**src/rtl/fetch_unit_if.sv**
```systemverilog
`default_nettype none
// ============================================================================
// Module      : fetch_unit_if
// Description : Fetch-to-decode handshake bundle. The fetch stage presents
//               the head queue entry; decode answers with id_ready.
// Revision    : 1.0 - initial release
// ============================================================================
interface fetch_unit_if;
   logic        id_valid;
   logic        id_ready;
   logic [31:0] id_instr;
   logic [31:0] id_pc;
   logic        id_fault;

   // Fetch side drives the entry, decode side drives the acceptance.
   modport master (
      output id_valid,
      output id_instr,
      output id_pc,
      output id_fault,
      input  id_ready
   );

   modport slave (
      input  id_valid,
      input  id_instr,
      input  id_pc,
      input  id_fault,
      output id_ready
   );
endinterface
`default_nettype wire

```
**src/rtl/fetch_unit.sv**
```systemverilog
`default_nettype none
// ============================================================================
// Module      : fetch_unit
// Description : MIPS instruction fetch stage. Owns the PC, reads a
//               combinational instruction memory, buffers words in a 2-entry
//               queue and hands them to decode. Redirects flush the queue;
//               out-of-window or misaligned fetches yield a fault entry.
// Revision    : 1.0 - initial release
// ============================================================================
module fetch_unit #(
   parameter logic [31:0] RESET_PC = 32'h0000_3000,
   parameter int          IM_WORDS = 4096
) (
   input  wire logic        clk,
   input  wire logic        reset,
   output      logic [31:0] pc,
   input  wire logic [31:0] instr,
   input  wire logic        redirect,
   input  wire logic [31:0] redirect_pc,
   fetch_unit_if.master     dec
);

   // One past the last valid byte address; 33 bits so the bound cannot wrap.
   localparam logic [32:0] WIN_END = {1'b0, RESET_PC} + (33'(IM_WORDS) << 2);

   typedef enum logic [0:0] {
      FETCH      = 1'b0,
      FAULT_WAIT = 1'b1
   } state_t;

   state_t      state;
   state_t      state_next;

   logic [31:0] q_pc    [2];
   logic [31:0] q_instr [2];
   logic [1:0]  q_fault;
   logic        rd_ptr;
   logic        wr_ptr;
   logic [1:0]  count;

   logic        fault_now;
   logic        valid;
   logic        push;
   logic        pop;

   assign fault_now = (pc < RESET_PC) | ({1'b0, pc} >= WIN_END) | (pc[1:0] != 2'b00);
   // A redirect hides the head so decode never consumes a flushed entry.
   assign valid     = (count != 2'd0) & ~redirect;
   assign pop       = valid & dec.id_ready;

   // Next-state and push decision; push never depends on id_ready, so a
   // full queue blocks fetch even when decode is draining this cycle.
   always_comb begin
      state_next = state;
      push       = 1'b0;
      if (redirect) begin
         state_next = FETCH;
      end else begin
         case (state)
            FETCH: begin
               if (count < 2'd2) begin
                  push = 1'b1;
                  if (fault_now) begin
                     state_next = FAULT_WAIT;
                  end
               end
            end
            FAULT_WAIT: begin
               state_next = FAULT_WAIT;
            end
            default: begin
               state_next = FETCH;
            end
         endcase
      end
   end

   // State register.
   always_ff @(posedge clk or negedge reset) begin
      if (!reset) begin
         state <= FETCH;
      end else begin
         state <= state_next;
      end
   end

   // Program counter: redirect wins, a fault push leaves the PC parked.
   always_ff @(posedge clk or negedge reset) begin
      if (!reset) begin
         pc <= RESET_PC;
      end else if (redirect) begin
         pc <= redirect_pc;
      end else if (push && !fault_now) begin
         pc <= pc + 32'd4;
      end
   end

   // Fetch queue storage, pointers and occupancy.
   always_ff @(posedge clk or negedge reset) begin
      if (!reset) begin
         q_pc[0]    <= 32'd0;
         q_pc[1]    <= 32'd0;
         q_instr[0] <= 32'd0;
         q_instr[1] <= 32'd0;
         q_fault    <= 2'b00;
         rd_ptr     <= 1'b0;
         wr_ptr     <= 1'b0;
         count      <= 2'd0;
      end else if (redirect) begin
         rd_ptr <= 1'b0;
         wr_ptr <= 1'b0;
         count  <= 2'd0;
      end else begin
         if (push) begin
            q_pc[wr_ptr]    <= pc;
            q_instr[wr_ptr] <= fault_now ? 32'd0 : instr;
            q_fault[wr_ptr] <= fault_now;
            wr_ptr          <= ~wr_ptr;
         end
         if (pop) begin
            rd_ptr <= ~rd_ptr;
         end
         count <= count + {1'b0, push} - {1'b0, pop};
      end
   end

   assign dec.id_valid = valid;
   assign dec.id_instr = q_instr[rd_ptr];
   assign dec.id_pc    = q_pc[rd_ptr];
   assign dec.id_fault = q_fault[rd_ptr];

endmodule
`default_nettype wire

```
**src/flat_wrapper.sv**
```systemverilog
// flat-port wrapper written by rule: the top's interface ports become plain ports
module fetch_unit_flat 
#(
   parameter logic [31:0] RESET_PC = 32'h0000_3000,
   parameter int          IM_WORDS = 4096
)
  (clk, reset, pc, instr, redirect, redirect_pc, dec_id_valid, dec_id_instr, dec_id_pc, dec_id_fault, dec_id_ready);
  fetch_unit_if dec_i ();
  input  wire logic clk;
  input  wire logic reset;
  output      logic [31:0] pc;
  input  wire logic [31:0] instr;
  input  wire logic redirect;
  input  wire logic [31:0] redirect_pc;
  output wire logic [$bits(dec_i.id_valid)-1:0] dec_id_valid;
  output wire logic [$bits(dec_i.id_instr)-1:0] dec_id_instr;
  output wire logic [$bits(dec_i.id_pc)-1:0] dec_id_pc;
  output wire logic [$bits(dec_i.id_fault)-1:0] dec_id_fault;
  input wire logic [$bits(dec_i.id_ready)-1:0] dec_id_ready;
  assign dec_id_valid = dec_i.id_valid;
  assign dec_id_instr = dec_i.id_instr;
  assign dec_id_pc = dec_i.id_pc;
  assign dec_id_fault = dec_i.id_fault;
  assign dec_i.id_ready = dec_id_ready;
  fetch_unit #(.RESET_PC(RESET_PC), .IM_WORDS(IM_WORDS)) u_core (.clk(clk), .reset(reset), .pc(pc), .instr(instr), .redirect(redirect), .redirect_pc(redirect_pc), .dec(dec_i));
endmodule
```
**config.mk**
```make
export PLATFORM = sky130hd
export DESIGN_NAME = fetch_unit_flat
export DESIGN_NICKNAME = d
export VERILOG_FILES = /design/src/rtl/fetch_unit_if.sv /design/src/rtl/fetch_unit.sv /design/src/flat_wrapper.sv
export SDC_FILE = /design/constraint.sdc
export NUM_CORES = 1
export LEC_CHECK = 0
export BUFFER_PORTS_ARGS = -buffer_cell sky130_fd_sc_hd__buf_4
export CORE_MARGIN = 2
export CORE_UTILIZATION = 55
export CTS_CLUSTER_DIAMETER = 100
export DETAILED_ROUTE_END_ITERATION = 8
export PLACE_DENSITY = 0.9
export SLEW_MARGIN = 15
export SYNTH_ARGS = -nofsm -noshare
export SYNTH_HDL_FRONTEND = slang
export SYNTH_SLANG_ARGS = --single-unit
```
**constraint.sdc**
```tcl
create_clock -name clk -period 5.5 [get_ports clk]
set_input_delay 0.275 -clock clk [delete_from_list [all_inputs] [get_ports clk]]
set_output_delay 0.275 -clock clk [all_outputs]
set_load 0.02 [all_outputs]
```
### Word level (Yosys, flattened, before mapping)

Cells that the tools add are included.

| operators by class | value |
|---|---|
| add/sub/neg operators | 3 |
| multiply operators | 0 |
| div/mod/pow operators | 0 |
| $lt $le $gt $ge | 9 |
| equality and inequality tests | 0 |
| shift-type cells | 0 |
| multiplexer cells | 30 |
| bitwise gates (word level) | 10 |
| reductions and logical operators | 10 |

Operators by type and width:

| operator | count |
|---|---|
| $mux W32 | 10 |
| $bwmux W64 | 2 |
| $add A32 B3 Y32 const B | 1 |
| $demux W32 S1 | 1 |
| $ge A32 B15 Y1 const B | 1 |
| $lt A32 B14 Y1 const B | 1 |
| $mux W1 | 13 |
| $reduce_bool A2 Y1 | 5 |
| $ge A2 B2 Y1 const B | 2 |
| $lt A1 B2 Y1 const B | 2 |
| $not A1 Y1 | 4 |
| $not A1 Y2 | 2 |
| $logic_and A1 B1 Y1 | 3 |
| $add A2 B1 Y2 | 1 |
| $and A1 B1 Y1 | 2 |
| $bwmux W2 | 1 |
| $lt A2 B1 Y1 const B | 1 |
| $lt A2 B2 Y1 const B | 1 |
| $mux W2 | 1 |
| $or A1 B1 Y1 | 2 |
| $pmux W1 S2 | 1 |
| $reduce_and A2 Y1 | 1 |
| $sub A2 B1 Y2 | 1 |
| $demux W1 S1 | 1 |
| other kinds (2) | 2 |

| storage, ports and cells | value |
|---|---|
| bits in registers | 167 |
| latch bits | 0 |
| memory bits (writable) | 0 |
| memory bits (read-only) | 0 |
| output and inout port bits | 98 |
| logic and storage cells | 72 |
| memories kept | 0 |

### Longest topological paths before layout

| logic depth | value |
|---|---|
| depth in word-level cells | 7 |
| mapped depth | 8 |

### Least setup slack after synthesis

Ideal clock, no wire load.

| timing | value |
|---|---|
| path kind | register -> register |
| start | register u_core.pc[7] |
| end | register u_core.pc[9] |
| setup time | 0.082 ns |
| data arrival time | 1.815 ns |
| setup slack | 3.603 ns |
| stages on the path, launching flop included | 6 |
| buffers on the path | 1 |
| cells stage by stage | dfrtp_1 clkbuf_1 nand2_1 or4_4 or4_1 a31oi_1 |

| on the way | value |
|---|---|
| cells in the longest elaborated chain, start to end | 6 |
| elaborated cells between the ends (all ways) | 10 |
| classes of those cells | add/sub (1); order compare (2); mux (2); bitwise (2); reduce/logical (3) |

RTL lines:

| item | line | source |
|---|---|---|
| start, declared | fetch_unit.sv:16 | `output logic [31:0] pc,` |
| start signal, assigned | fetch_unit.sv:92 | `pc <= redirect_pc;` |
| start signal, assigned | fetch_unit.sv:94 | `pc <= pc + 32'd4;` |
| $lt A32 B14 Y1 / $ge A32 B15 Y1 (equally long branches) | fetch_unit.sv:46 | `assign fault_now = (pc < RESET_PC) \| ({1'b0, pc} >= WIN_END) \| (pc[1:0] != 2'b00);` |
| $or A1 B1 Y1 (2 in series) | fetch_unit.sv:46 |  |
| $logic_not A1 Y1 | fetch_unit.sv:93 | `end else if (push && !fault_now) begin` |
| $logic_and A1 B1 Y1 | fetch_unit.sv:93 |  |
| $reduce_bool A2 Y1 (no source line) | - |  |

Parallel ways exist; a longest one is shown, timed or not. The select of a mux whose other input is x is not followed.
A chain may end at the register's enable or synchronous reset.

### Final worst setup path

| timing | value |
|---|---|
| start | register u_core.rd_ptr |
| end | output port dec_id_instr[7] |

| on the way | value |
|---|---|
| cells in the longest elaborated chain, start to end | 4 |

RTL lines:

| item | line | source |
|---|---|---|
| start, declared | fetch_unit.sv:37 | `logic rd_ptr;` |
| start signal, assigned | fetch_unit.sv:121 | `rd_ptr <= ~rd_ptr;` |
| $not A1 Y2 (implied by the code) | fetch_unit.sv:128 | `assign dec.id_instr = q_instr[rd_ptr];` |
| $mux W32 (implied by the code) (3 in series) | fetch_unit.sv:128 |  |
| end, declared | flat_wrapper.sv:16 | `output wire logic [$bits(dec_i.id_instr)-1:0] dec_id_instr;` |

No other way between the ends. The select of a mux whose other input is x is not followed.

==> results.cfg <==
[worst_setup_path]
crit_fanout = 44
r2r_setup_slack_ps = 3010
cp_top_family = buffers and inverters
worstPathArrival_ps = 2450
crit_required_ps = 5220
path_class = reg -> out
critPathSlowestCell = dfrtp_2
start_kind = flip-flop
end_kind = primary output
slowest_delay_ps = 760
path_common_cell = buf_4
cp_cell_sequence = buf_4, mux2_2, buf_4
crit_buf_inv = 2

[cells_and_area]
regArea_um2 = 4180
final_common_cell = buf_4
fill_cells = 1002
drive_gt1_frac = 0.462
syn2layout_area_growth_pct = 24.1
design_area_um2 = 9740
final_nets = 907
antennaDiodeCount = 0
final_cell_mix = buf_4, dfrtp_1, mux2_2
multi_input_area_um2 = 3470
final_util = 0.699

[clock_tree]
postCtsHoldBufs = 0
clk-insertion-delay-late_ps = 420
clock_path_buffers = 2
cts.htree.levels = 4
cts-root-buf = clkbuf_16
cts_tree = done
cts_buffers = 17
clk_pin_slew_ps = 60
cts_resized = 0
cts_setup_buffers = 0
cts.sink_count = 167

[global_route]
grt_max_degree = 111
grt_pass1_vias = 5967
grt_pass1_wl_um = 30600
grt_overflow = 0
grt_antenna_before_repair = 0
track_usage = 0.263

[timing]
slew_headroom = 0.329
fin_tns_setup_ps = 0
finalHoldViolCount = 25
setup_ws_ps = 2770
setup_viol = 0
worst_clock_skew_ps = 9.24
clock.fmax_ghz = 0.366
max_slew.worst_pin.slew_ps = 1000
rsz0062_at_grt = false
finalCritPeriodShare = 0.496
min_period_ps = 2730
maxSlewViolCount = 0
holdWs_ps = -9.39

[yosys]
syn-num-nets = 764
synthArstFlopShare = 1.00
avgSynthCellArea_um2 = 11.4
synthCells = 692
netlist_area_um2 = 7860
synth_flop_cell = dfrtp_1
synth_seq_cells = 167
synth_fa_ha_area_frac = 0.00637
synth_edf_count = 0
synth_top_family_by_area = multiplexers
synth_seq_area_share = 0.532
muxShareOfSynthArea = 0.168
yosys_warnings = 0
synthSimpleGateAreaFrac = 0.157
synth_xor_area_frac = 0.00223
synth-compound-area-share = 0.106
ys_types = 48

[run_status]
violations = negative hold slack
status = finished with violations

[pwr]
ir_drop_mv = 0.297
cellLeakagePower_nw = 4.69
powerDensity_nw_per_um2 = 423

[route]
wl_per_cell_um = 18.8
drc_errors = 0
vias = 6004
drt_first_pass_iters = 5
ant_nets = 0
wirelength_um = 19300
drt_iter0_drc = 487
vias_per_cell = 5.86

[place]
dp_slack_ps = 3000
hpwl_um = 12100
portBuffers = 165
gp_congestion = 0.803
placed_area_um2 = 9200

[floorplanning]
num_io_pins = 166
die_w_um = 124
die_y_um = 124
core_um2 = 13900
num_rows = 43
initial_core_util = 0.564
dieArea_um2 = 15300

[hold_path]
hold_path_class = in -> async

[job]
cap_viol_max_count = 0
## report_power, final
part | switching, mW | leakage (nW) | internal [mW] | total, mW
logic | 0.674 | 2.30 | 0.615 | 1.29
clock network | 0.447 | 0.274 | 0.671 | 1.12
registers | 0.208 | 2.11 | 1.50 | 1.71
## area by class of cell
class	count	share of cell area
Multi-Input combinational cell	470	0.356
Clock buffer	24	0.0515
Sequential cell	167	0.429
Clock inverter	4	0.00462
Inverter	7	0.00270
Timing Repair Buffer	172	0.133
Tap cell	180	0.0231
## per-stage QoR
step	std cells	power (mW)
after global placement	996	2.97
after detailed placement	996	3.02
final	1024	4.12
after CTS	1024	4.14
after global routing	1024	4.32
after floorplan	692	2.49
## flip-flops by register name, summed over array words and instances (netlist names)
signal,cells
u_core.wr_ptr,1
u_core.rd_ptr,1
u_core.state,1
u_core.pc,32
u_core.q_pc,64
u_core.q_instr,64
u_core.count,2
u_core.q_fault,2
## cell usage after synthesis, drive strengths merged, types with 4 or more instances
cell / instances / area [um^2]
o21ai: 8 / 40.0
dfrtp: 165 / 4130
nor4: 10 / 62.6
nand3: 9 / 45.0
mux2: 116 / 1310
or4: 4 / 33.8
a21oi: 5 / 25.0
nor3: 8 / 45.0
nand4: 8 / 50.1
inv: 7 / 26.3
clkbuf: 30 / 114
a31o: 65 / 569
ha: 4 / 50.1
nor2b: 37 / 231
o211ai: 4 / 30.0
nand2: 101 / 379
and2: 35 / 219
nor2: 17 / 63.8
buf: 18 / 82.6
a31oi: 7 / 43.8
or3: 5 / 32.5
## layer usage
| layer | track usage | wire (um) |
|---|---|---|
| met1 | 0.351 | 8100 |
| met5 | 0 | 0 |
| met2 | 0.420 | 9530 |
| met4 | 0.108 | 407 |
| met3 | 0.0540 | 1240 |
## final timing paths
kind	from	to	cells past startpoint
max	u_core.rd_ptr$_DFFE_PN0P_	dec_id_instr[7]	3
min	reset	u_core.q_pc[47]$_DFFE_PN0P_	1
max reg2reg	u_core.count[1]$_DFF_PN0_	u_core.q_pc[57]$_DFFE_PN0P_	5
min reg2reg	u_core.q_pc[0]$_DFFE_PN0P_	u_core.q_pc[0]$_DFFE_PN0P_	2
max in group asynchronous	reset	u_core.q_pc[31]$_DFFE_PN0P_	2
min in group clk	redirect_pc[15]	u_core.pc[15]$_DFFE_PN0P_	2
## cells by family after synthesis
kind of cell | count (synthesis)
AO/OA/AOI/OAI | 104
AND/OR/NAND/NOR | 243
flip-flops | 167
multiplexers | 117
adder cells (fa/ha/maj) | 4
buffers and inverters | 55
XOR/XNOR | 2
Note: power is estimated with default switching activity, not from simulation.
